===== config.mk =====
export PLATFORM = sky130hd
export DESIGN_NAME = kpn_add_sub_process
export DESIGN_NICKNAME = d
export VERILOG_FILES = /design/src/rtl/kpn_pkg.sv /design/src/rtl/kpn_alu.sv /design/src/rtl/kpn_add_sub_process.sv
export SDC_FILE = /design/constraint.sdc
export NUM_CORES = 1
export LEC_CHECK = 0
export CORE_ASPECT_RATIO = 1.4
export CORE_MARGIN = 5
export CORE_UTILIZATION = 55
export CTS_CLUSTER_SIZE = 20
export DETAILED_ROUTE_END_ITERATION = 10
export HOLD_SLACK_MARGIN = 0.05
export PLACE_DENSITY = 0.9
export SLEW_MARGIN = 20
export SYNTH_ARGS = -nofsm -noshare
export SYNTH_HDL_FRONTEND = slang
export SYNTH_SLANG_ARGS = --single-unit
export TNS_END_PERCENT = 10

===== constraint.sdc =====
create_clock -name clk -period 6 [get_ports clk]
set_input_delay 1.2 -clock clk [delete_from_list [all_inputs] [get_ports clk]]
set_output_delay 1.2 -clock clk [all_outputs]
set_load 0.005 [all_outputs]

===== src/rtl/kpn_pkg.sv =====
// -----------------------------------------------------------------------------
// kpn_pkg
// Shared types and constants for the KPN add/sub process node.
//   kpn_state_t  : process FSM states
//   OP_ADD/OP_SUB: op_sel encodings
//   DEFAULT_BITS : default token width
// -----------------------------------------------------------------------------
package kpn_pkg;

  localparam int DEFAULT_BITS = 16;

  localparam logic OP_ADD = 1'b0;
  localparam logic OP_SUB = 1'b1;

  typedef enum logic [1:0] {
    S_WAIT_IN  = 2'd0,
    S_CAPTURE  = 2'd1,
    S_EXEC     = 2'd2,
    S_WAIT_OUT = 2'd3
  } kpn_state_t;

endpackage


===== src/rtl/kpn_alu.sv =====
// -----------------------------------------------------------------------------
// kpn_alu
// Combinational two's-complement add/subtract on sign-extended BITS_NUMBER+1
// bits, returning a BITS_NUMBER-bit result.
//   a, b : signed operands
//   op   : OP_ADD (a+b) or OP_SUB (a-b)
//   y    : result; wraps by default
// Build option: define KPN_SATURATE_EN to clamp a signed overflow to the most
// positive / most negative BITS_NUMBER value instead of wrapping.
// -----------------------------------------------------------------------------
module kpn_alu
  import kpn_pkg::*;
#(
  parameter int BITS_NUMBER = DEFAULT_BITS
) (
  input  logic [BITS_NUMBER-1:0] a,
  input  logic [BITS_NUMBER-1:0] b,
  input  logic                   op,
  output logic [BITS_NUMBER-1:0] y
);

`ifdef KPN_SATURATE_EN
  localparam bit SATURATE = 1'b1;
`else
  localparam bit SATURATE = 1'b0;
`endif

  localparam logic [BITS_NUMBER-1:0] MAX_POS = {1'b0, {(BITS_NUMBER-1){1'b1}}};
  localparam logic [BITS_NUMBER-1:0] MAX_NEG = {1'b1, {(BITS_NUMBER-1){1'b0}}};

  logic [BITS_NUMBER:0] a_ext;
  logic [BITS_NUMBER:0] b_ext;
  logic [BITS_NUMBER:0] full;
  logic                 overflow;

  always_comb begin
    // NOTE: every signal written here gets a value on every path (default
    // first), so no latch is inferred.
    a_ext    = {a[BITS_NUMBER-1], a};
    b_ext    = {b[BITS_NUMBER-1], b};
    full     = (op == OP_SUB) ? (a_ext - b_ext) : (a_ext + b_ext);
    // The extra bit disagrees with the result sign only when the true value
    // does not fit in BITS_NUMBER bits; the extra bit is then the true sign.
    overflow = full[BITS_NUMBER] ^ full[BITS_NUMBER-1];
    y        = full[BITS_NUMBER-1:0];
    if (SATURATE && overflow) begin
      y = full[BITS_NUMBER] ? MAX_NEG : MAX_POS;
    end
  end

endmodule


===== src/rtl/kpn_add_sub_process.sv =====
// -----------------------------------------------------------------------------
// kpn_add_sub_process
// KPN process node between FIFO stages: blocking-reads one token from each of
// FIFO A and FIFO B, adds or subtracts them, and blocking-writes the result to
// the downstream FIFO. One token per 4 cycles at best.
// Ports:
//   clk, rst_n         : clock, asynchronous active-low reset
//   a_empty/a_data/a_rd: FIFO A flag, read data (valid cycle after a_rd), strobe
//   b_empty/b_data/b_rd: FIFO B flag, read data (valid cycle after b_rd), strobe
//   op_sel             : OP_ADD / OP_SUB, sampled in S_CAPTURE
//   out_full/out_wr    : output FIFO full flag and write strobe
//   out_data           : registered result token
//   busy               : high in every state except S_WAIT_IN
//   token_cnt          : results written since reset, wraps
// Build option: KPN_SATURATE_EN selects saturating arithmetic (see kpn_alu).
// -----------------------------------------------------------------------------
module kpn_add_sub_process
  import kpn_pkg::*;
#(
  parameter int BITS_NUMBER = DEFAULT_BITS,
  parameter int COUNT_WIDTH = 16
) (
  input  logic                   clk,
  input  logic                   rst_n,
  input  logic                   a_empty,
  input  logic [BITS_NUMBER-1:0] a_data,
  output logic                   a_rd,
  input  logic                   b_empty,
  input  logic [BITS_NUMBER-1:0] b_data,
  output logic                   b_rd,
  input  logic                   op_sel,
  input  logic                   out_full,
  output logic                   out_wr,
  output logic [BITS_NUMBER-1:0] out_data,
  output logic                   busy,
  output logic [COUNT_WIDTH-1:0] token_cnt
);

  kpn_state_t             state;
  logic [BITS_NUMBER-1:0] opa_q;
  logic [BITS_NUMBER-1:0] opb_q;
  logic                   op_q;
  logic [BITS_NUMBER-1:0] result_q;
  logic [COUNT_WIDTH-1:0] cnt_q;
  logic [BITS_NUMBER-1:0] alu_y;
  logic                   rd_go;
  logic                   wr_go;

  kpn_alu #(
    .BITS_NUMBER (BITS_NUMBER)
  ) u_alu (
    .a  (opa_q),
    .b  (opb_q),
    .op (op_q),
    .y  (alu_y)
  );

  // Strobes are decoded from the state register and the flags of the same
  // cycle: the FIFO read data must be present in S_CAPTURE, so the read has to
  // be issued in S_WAIT_IN itself. The decode is gated by rst_n so that a
  // reset drops every strobe at once, even in the middle of a cycle.
  assign rd_go  = rst_n && (state == S_WAIT_IN)  && !a_empty && !b_empty;
  assign wr_go  = rst_n && (state == S_WAIT_OUT) && !out_full;

  assign a_rd      = rd_go;
  assign b_rd      = rd_go;
  assign out_wr    = wr_go;
  assign busy      = (state != S_WAIT_IN);
  assign out_data  = result_q;
  assign token_cnt = cnt_q;

  // NOTE: sequential state uses non-blocking assignments only, so every
  // register samples the pre-edge values of the others.
  always_ff @(posedge clk or negedge rst_n) begin
    if (!rst_n) begin
      state    <= S_WAIT_IN;
      opa_q    <= '0;
      opb_q    <= '0;
      op_q     <= OP_ADD;
      result_q <= '0;
      cnt_q    <= '0;
    end else begin
      unique case (state)
        S_WAIT_IN: begin
          // Paired blocking read: one empty input holds back both.
          if (!a_empty && !b_empty) begin
            state <= S_CAPTURE;
          end
        end
        S_CAPTURE: begin
          opa_q <= a_data;
          opb_q <= b_data;
          op_q  <= op_sel;
          state <= S_EXEC;
        end
        S_EXEC: begin
          result_q <= alu_y;
          state    <= S_WAIT_OUT;
        end
        S_WAIT_OUT: begin
          // result_q is held untouched while stalled on out_full.
          if (!out_full) begin
            cnt_q <= cnt_q + 1'b1;
            state <= S_WAIT_IN;
          end
        end
        default: state <= S_WAIT_IN;
      endcase
    end
  end

endmodule


==> out/qor.log, run 1 <==
[setup_path] delay-heaviest family, CP buffers and inverters
[die] DIE HEIGHT 106 um
[setup_path] startpoint type of the worst setup path primary input
[worst_hold_path] worst min-delay path category flop to flop
[yosys] area share of the largest cell type after synthesis 45.8%
[setup_path] arrival time of the worst setup path 2.60 ns
[run] max-capacitance violation count 0
[setup_path] slowest stage cell on the critical path sky130_fd_sc_hd__clkdlybuf4s50_1
[sta] setup repair after global routing missed its margin no
[sta] slew at the pin closest to its max-slew limit 0.752 ns
[clock_tree] clock sink count 67
[power_and_ir_drop] power density relative to cell area 692 nW/um^2
[sta] period utilisation layout 63.3%
[finish] final net count 470
[power_and_ir_drop] Pleak 1.96 nW
[clock_tree] clock transition time at the flip-flop clock pins of the worst setup and hold paths 0.08 ns
[sta] final setup fails 0
[place] Routability Congestion 0.877
[global_route] global-route wire length before repair 13500 um
[sta] worst hold slack 0.481 ns
[setup_path] kind of end point of the critical path primary output
[sta] hold violation total from the final report 0
[clock_tree] Post-CTS Setup Repair Bufs 0
[setup_path] critical path data required time 4.80 ns
[yosys] mean post-synth cell area 11.0 um^2
[yosys] most area-hungry cell type in the Yosys netlist sky130_fd_sc_hd__dfrtp_1
[setup_path] library cell appearing most often on the critical path sky130_fd_sc_hd__clkdlybuf4s50_1
[die] x dimension of the die 78.9 um
[outcome] result of the run finished, final reports clean
[sta] Final TNS setup 0 ns
[yosys] commonest cells in the synthesized netlist sky130_fd_sc_hd__dfrtp_1, sky130_fd_sc_hd__mux2_2, sky130_fd_sc_hd__xnor2_1
[clock_tree] number of resized instances in the post-cts repair step 0
[global_route] final global-route overflow total 0
[yosys] library cell with the highest instance count after synthesis sky130_fd_sc_hd__dfrtp_1
[setup_path] maximum fanout encountered on the critical timing path 5
[global_route] Total GRT Usage 20.6%
[finish] post-synthesis to final-layout area growth 27.1%
[sta] maximum clock rate 263 MHz
[clock_tree] Clk Tree Root Cell sky130_fd_sc_hd__clkbuf_8
[clock_tree] # H-tree levels 3
[clock_tree] latest clock arrival within the worst-skew pair 0.35 ns
[drt] Routed Wire Length 7810 um
[clock_tree] Hold Buf Count CTS 0
[setup_path] combined buffer and inverter count along the critical path 2
[sta] count of pins over their slew limit 0
[yosys] synthesized netlist net count 394
[die] I/O pin count 74
[setup_path] cells traversed along the worst timing path clkdlybuf4s50_1 > nor2b_1 > and2_1 > clkdlybuf4s50_1
[global_route] maximum number of pins on one net before global-route repair 64
[yosys] register bit total from synthesis 67
[place] total cell area at the placement stage 4450 um^2
[yosys] proportion of synthesized chip area in sequential cells 45.8%
[sta] Slew Limit Headroom 49.9%
[drt] mean routed wirelength per cell 16.0 um
[yosys] share of flip-flops with an asynchronous set or reset after synthesis 100%
[finish] number of diodes 0
[finish] share of layout cells above drive strength 1 16.2%
[die] initial core utilization 56.0%
[setup_path] type of the setup path with the least slack primary input to primary output
[yosys] Post-Synthesis Cell Area 3660 um^2
[drt] Starting DRT DRC Count 126
[yosys] synth warn 0
[global_route] antenna violations before repair 0
[yosys] most area-consuming cells after synthesis sky130_fd_sc_hd__dfrtp_1, sky130_fd_sc_hd__mux2_2, sky130_fd_sc_hd__xnor2_1, sky130_fd_sc_hd__ha_1, sky130_fd_sc_hd__nand2_1
[sta] Min Clock Period, post-route 3.80 ns
[drt] final antenna-violating net count 0
[finish] fill cell total of the finished layout 463
[drt] via count 2699
[clock_tree] number of buffers added by the clock tree synthesis step 9
[global_route] vias in the first global route 2937
[yosys] Syn Inst Count 333
[place] total half-perimeter wirelength after legalization and detailed placement 6010 um
[drt] DRC violation count after routing 0
[die] Die Footprint 8400 um^2
[die] core region area 6530 um^2
[sta] setup clock skew after layout 0.0136 ns
[setup_path] critical path's largest stage delay 0.50 ns
[die] number of placement rows 35
[drt] DR pass1 iterations 4
[place] I/O Buffers 73
[clock_tree] TritonCTS clock tree built
[finish] Finished Cell Area 4650 um^2
[clock_tree] worst-case clock buffer depth 2
[yosys] EDFF count, synth 0
[power_and_ir_drop] IR Drop Worst-Case VDD 0.310 mV
[drt] post-detailed-route via-to-cell ratio 5.53
[yosys] Main synth FF type sky130_fd_sc_hd__dfrtp_1
[yosys] count of different cell masters after synthesis 43
## kinds of logic (layout without fill, tap and decap cells)
kind of cell	count (synthesis)	in the layout	synth area share, %
flip-flops	67	67	45.8
multiplexers	44	44	13.5
buffers and inverters	21	102	2.29
AND/OR/NAND/NOR	86	86	11.5
XOR/XNOR	42	42	10.1
AO/OA/AOI/OAI	50	50	8.79
adder cells (fa/ha/maj)	23	23	8.07
## state kept, by name, summed over array words and instances (netlist names)
| signal | cells |
|---|---|
| opa_q | 16 |
| opb_q | 16 |
| out_data | 16 |
| token_cnt | 16 |
| state | 2 |
| op_q | 1 |
## final cells by class
type	instances	area, um^2	share of cell area, %
Inverter	11	41.3	0.888
Clock buffer	9	124	2.66
Clock inverter	7	76.3	1.64
Timing Repair Buffer	75	741	15.9
Tap cell	74	92.6	1.99
Sequential cell	67	1680	36.1
Multi-Input combinational cell	245	1900	40.8
## per-layer routing
metal / vias up / track usage [%] / part of all wire (%)
li1: 1319 / - / -
met1: 1294 / 22.9 / 39
met2: 69 / 36.1 / 53
met3: 17 / 5.93 / 4.7
met4: 0 / 9.34 / 2.7
met5: - / 0 / 0
## path summary, 6_finish.rpt
| path | from | end | slack (ns) | cells after the start |
|---|---|---|---|---|
| setup reg to reg | opb_q[0]$_DFFE_PN0N_ | out_data[15]$_DFFE_PN0P_ | 2.34 | 14 |
| hold reg to reg | token_cnt[15]$_DFFE_PN0P_ | token_cnt[15]$_DFFE_PN0P_ | 0.48 | 1 |
| max in group asynchronous | rst_n | out_data[7]$_DFFE_PN0P_ | 4.33 | 2 |
| min in group asynchronous | rst_n | state[0]$_DFFE_PN0P_ | 0.67 | 1 |
| hold / removal | token_cnt[15]$_DFFE_PN0P_ | token_cnt[15]$_DFFE_PN0P_ | 0.48 | 1 |
| setup / recovery | out_full | out_wr | 2.20 | 4 |
## power breakdown
group          leakage [nW]  total (mW)  internal (mW)  switching (mW)
combinational          1.04        2.01           1.02           0.995
clock                0.0962       0.371          0.194           0.177
sequential            0.819       0.832          0.656           0.176
## per-stage QoR
step                utilization [%]  total power, mW  worst slack [ns]  cells
finish                         71.2             3.22              2.20    488
global route                   71.2             3.51              2.12    488
detailed placement             68.2             2.84              2.20    472
floorplan                         -             2.31              2.72    333
global placement               68.2             2.75              2.22    472
CTS                            71.2             3.24              2.20    488
## cell usage in the layout (no fill, tap or decap), drive strengths merged, types with 6 or more instances in the layout
master	n
nand4	6
clkdlybuf4s50	72
o21ai	16
nor2	23
mux2	42
a21oi	16
nor3	8
nand2	26
dfrtp	67
inv	13
clkbuf	9
nand3	6
xor2	8
ha	22
xnor2	34
(Power assumes the default switching activity.)
==> run 2: changes to the inputs <==
CORE_UTILIZATION = 47   (was 55)
PLACE_DENSITY = 0.82   (was 0.9)
clock period = 3.07 ns   (was 6 ns; I/O delays follow)
==> run 2 against run 1 <==
The run now ends with negative setup slack left. Register-to-register slack lost 2.5 ns. Final cell count grew 8.8%. First-iteration DRC count shrank 38%. Routed wire length grew 4.4%. Sequential cell count is the same. Critical path type is now flop to flop. Critical endpoint is now out_data[15]$_DFFE_PN0P_. Highest routed layer unchanged.
==> out/qor.log, run 2 (synthesis gave the netlist of run 1 again) <==
[outcome] result of the run finished with violations
[outcome] failing checks negative setup slack
[clock_tree] clock sink count 67 [unchanged]
[finish] Finished Cell Area 4910 um^2 [+5.6%]
[die] number of placement rows 38 [+8.6%]
[die] core region area 7650 um^2 [+17%]
[global_route] global-route wire length before repair 13800 um [+2.6%]
[global_route] Total GRT Usage 18.1% [-2.6 points]
[sta] Min Clock Period, post-route 3.27 ns
[global_route] vias in the first global route 3008 [+2.4%]
[finish] post-synthesis to final-layout area growth 34.2%
[clock_tree] number of buffers added by the clock tree synthesis step 9 [unchanged]
[power_and_ir_drop] power density relative to cell area 1400 nW/um^2 [+100%]
[finish] filler-free cell count of the finished design 531 [+8.8%]
[sta] setup repair after global routing missed its margin yes
[place] total half-perimeter wirelength after legalization and detailed placement 6200 um [+3.2%]
[sta] count of pins over their slew limit 0 [unchanged]
[die] initial core utilization 47.8% [-8.3 points]
[finish] number of diodes 0 [unchanged]
[die] x dimension of the die 84.6 um [+7.1%]
[place] total cell area at the placement stage 4610 um^2 [+3.7%]
[drt] mean routed wirelength per cell 15.4 um [-4.1%]
[finish] most frequent cells in the layout sky130_fd_sc_hd__clkdlybuf4s50_1, sky130_fd_sc_hd__dfrtp_1, sky130_fd_sc_hd__mux2_2
[setup_path] maximum fanout encountered on the critical timing path 3 [-2]
[die] DIE HEIGHT 114 um [+7.4%]
[drt] via count 2803 [+3.9%]
[drt] final antenna-violating net count 0 [unchanged]
[drt] Starting DRT DRC Count 78 [-38%]
[finish] fill cell total of the finished layout 610 [+32%]
[clock_tree] latest clock arrival within the worst-skew pair 0.35 ns [about the same]
[sta] period utilisation layout 106%
[setup_path] kind of end point of the critical path flop
[clock_tree] Clk Tree Root Cell sky130_fd_sc_hd__clkbuf_8
[place] I/O Buffers 73 [unchanged]
[drt] DRC violation count after routing 0 [unchanged]
[sta] final setup slack of the worst path -0.197 ns [-2.40 ns]
[sta] final setup fails 3 [+3]
[power_and_ir_drop] Pleak 2.08 nW [+6.1%]
[sta] maximum clock rate 306 MHz
[global_route] maximum number of pins on one net before global-route repair 68 [+6.3%]
[drt] Routed Wire Length 8150 um [+4.4%]
[run] max-capacitance violation count 0 [unchanged]
[clock_tree] clock transition time at the flip-flop clock pins of the worst setup and hold paths 0.07 ns [about the same]
[drt] post-detailed-route via-to-cell ratio 5.28 [-4.6%]
[setup_path] arrival time of the worst setup path 3.50 ns [+0.90 ns]
[sta] hold violation total from the final report 0 [unchanged]
[clock_tree] # H-tree levels 3 [unchanged]
[finish] share of layout cells above drive strength 1 23.0% [+6.8 points]
[setup_path] critical path data required time 3.30 ns [-1.50 ns]
[sta] Slew Limit Headroom 46.1% [-3.8 points]
[power_and_ir_drop] IR Drop Worst-Case VDD 0.543 mV [+75%]
[finish] commonest non-fill, non-tap cell in the layout sky130_fd_sc_hd__clkdlybuf4s50_1
[sta] slew at the pin closest to its max-slew limit 0.808 ns [+0.0568 ns]
[place] placed cells 513 [+8.7%]
[finish] final net count 487 [+3.6%]
[clock_tree] TritonCTS clock tree built
[clock_tree] worst-case clock buffer depth 2 [unchanged]
[setup_path] startpoint type of the worst setup path flop
[global_route] final global-route overflow total 0 [unchanged]
[place] Routability Congestion 0.812 [-7.3%]
[sta] setup clock skew after layout 0.00895 ns [-0.00468 ns]
[global_route] antenna violations before repair 0 [unchanged]
[die] I/O pin count 74 [unchanged]
[die] Die Footprint 9670 um^2 [+15%]
[worst_hold_path] worst min-delay path category flop to flop
[setup_path] type of the setup path with the least slack flop to flop
[drt] DR pass1 iterations 4 [unchanged]
[clock_tree] Hold Buf Count CTS 0 [unchanged]
-- run 2: worst max-delay path, stage by stage, from the launching register on --
cell and delay, ns:
sky130_fd_sc_hd__dfrtp_1 0.39, sky130_fd_sc_hd__inv_2 0.06, sky130_fd_sc_hd__ha_2 0.17, sky130_fd_sc_hd__nor2b_4 0.17, sky130_fd_sc_hd__nand3_2 0.09, sky130_fd_sc_hd__or4_4 0.45, sky130_fd_sc_hd__nor2b_4 0.15, sky130_fd_sc_hd__xnor2_1 0.14
sky130_fd_sc_hd__ha_1 0.30, sky130_fd_sc_hd__and3_4 0.17, sky130_fd_sc_hd__or3b_4 0.39, sky130_fd_sc_hd__a31oi_4 0.17, sky130_fd_sc_hd__o221ai_2 0.11, sky130_fd_sc_hd__xnor2_1 0.13, sky130_fd_sc_hd__mux2_2 0.26
-- run 2: repair_timing --
item | CTS | global route
gates resized for setup | 4 | 10
endpoints found under the setup margin | 3 | 6
setup buffers | 1 | 1
pin swaps | 1 | 3
-- run 2: area by class of cell --
cell class,count,area [um^2],share of cell area (%)
multi-input combinational,245,1970,40.1
sequential,67,1680,34.2
timing repair buffer,92,868,17.7
clock buffer,10,138,2.80
tap,100,125,2.55
clock inverter,6,88.8,1.81
inverter,11,41.3,0.841
-- run 2: power breakdown --
group          internal, mW  switching (mW)
Clock                 0.478           0.333
Sequential             1.28           0.327
Combinational          2.27            2.17
Total                  4.03            2.83
-- run 2: metal layers --
layer	track usage, %	vias to the layer above	part of all wire [%]
met5	0	-	0
met4	9.82	0	3.0
met3	4.18	21	5.1
met2	32.2	77	53
met1	19.6	1350	39
li1	-	1355	-
-- run 2: path summary, 6_finish.rpt --
path	from	endpoint	slack (ns)	depth (start not counted)
setup / recovery	opb_q[0]$_DFFE_PN0N_	out_data[15]$_DFFE_PN0P_	-0.20	14
setup reg to reg	opb_q[0]$_DFFE_PN0N_	out_data[15]$_DFFE_PN0P_	-0.20	14
max in group asynchronous	rst_n	out_data[3]$_DFFE_PN0P_	2.04	2
hold reg to reg	token_cnt[15]$_DFFE_PN0P_	token_cnt[15]$_DFFE_PN0P_	0.49	1
min in group asynchronous	rst_n	token_cnt[13]$_DFFE_PN0P_	0.50	2
hold / removal	token_cnt[15]$_DFFE_PN0P_	token_cnt[15]$_DFFE_PN0P_	0.49	1
-- run 2: through the flow --
step	power (mW)	setup slack [ns]	TNS, ns	hold slack (ns)	util (%)
6_report	6.86	-0.197	-0.431	0.491	64.1
5_1_grt	7.42	-0.361	-1.08	0.513	64.1
4_1_cts	6.74	-0.200	-0.433	0.499	63.6
3_5_place_dp	5.84	-0.209	-0.471	0.482	60.3
3_3_place_gp	5.64	-0.118	-0.191	0.476	60.3
2_1_floorplan	4.55	-0.143	-0.238	0.318	-
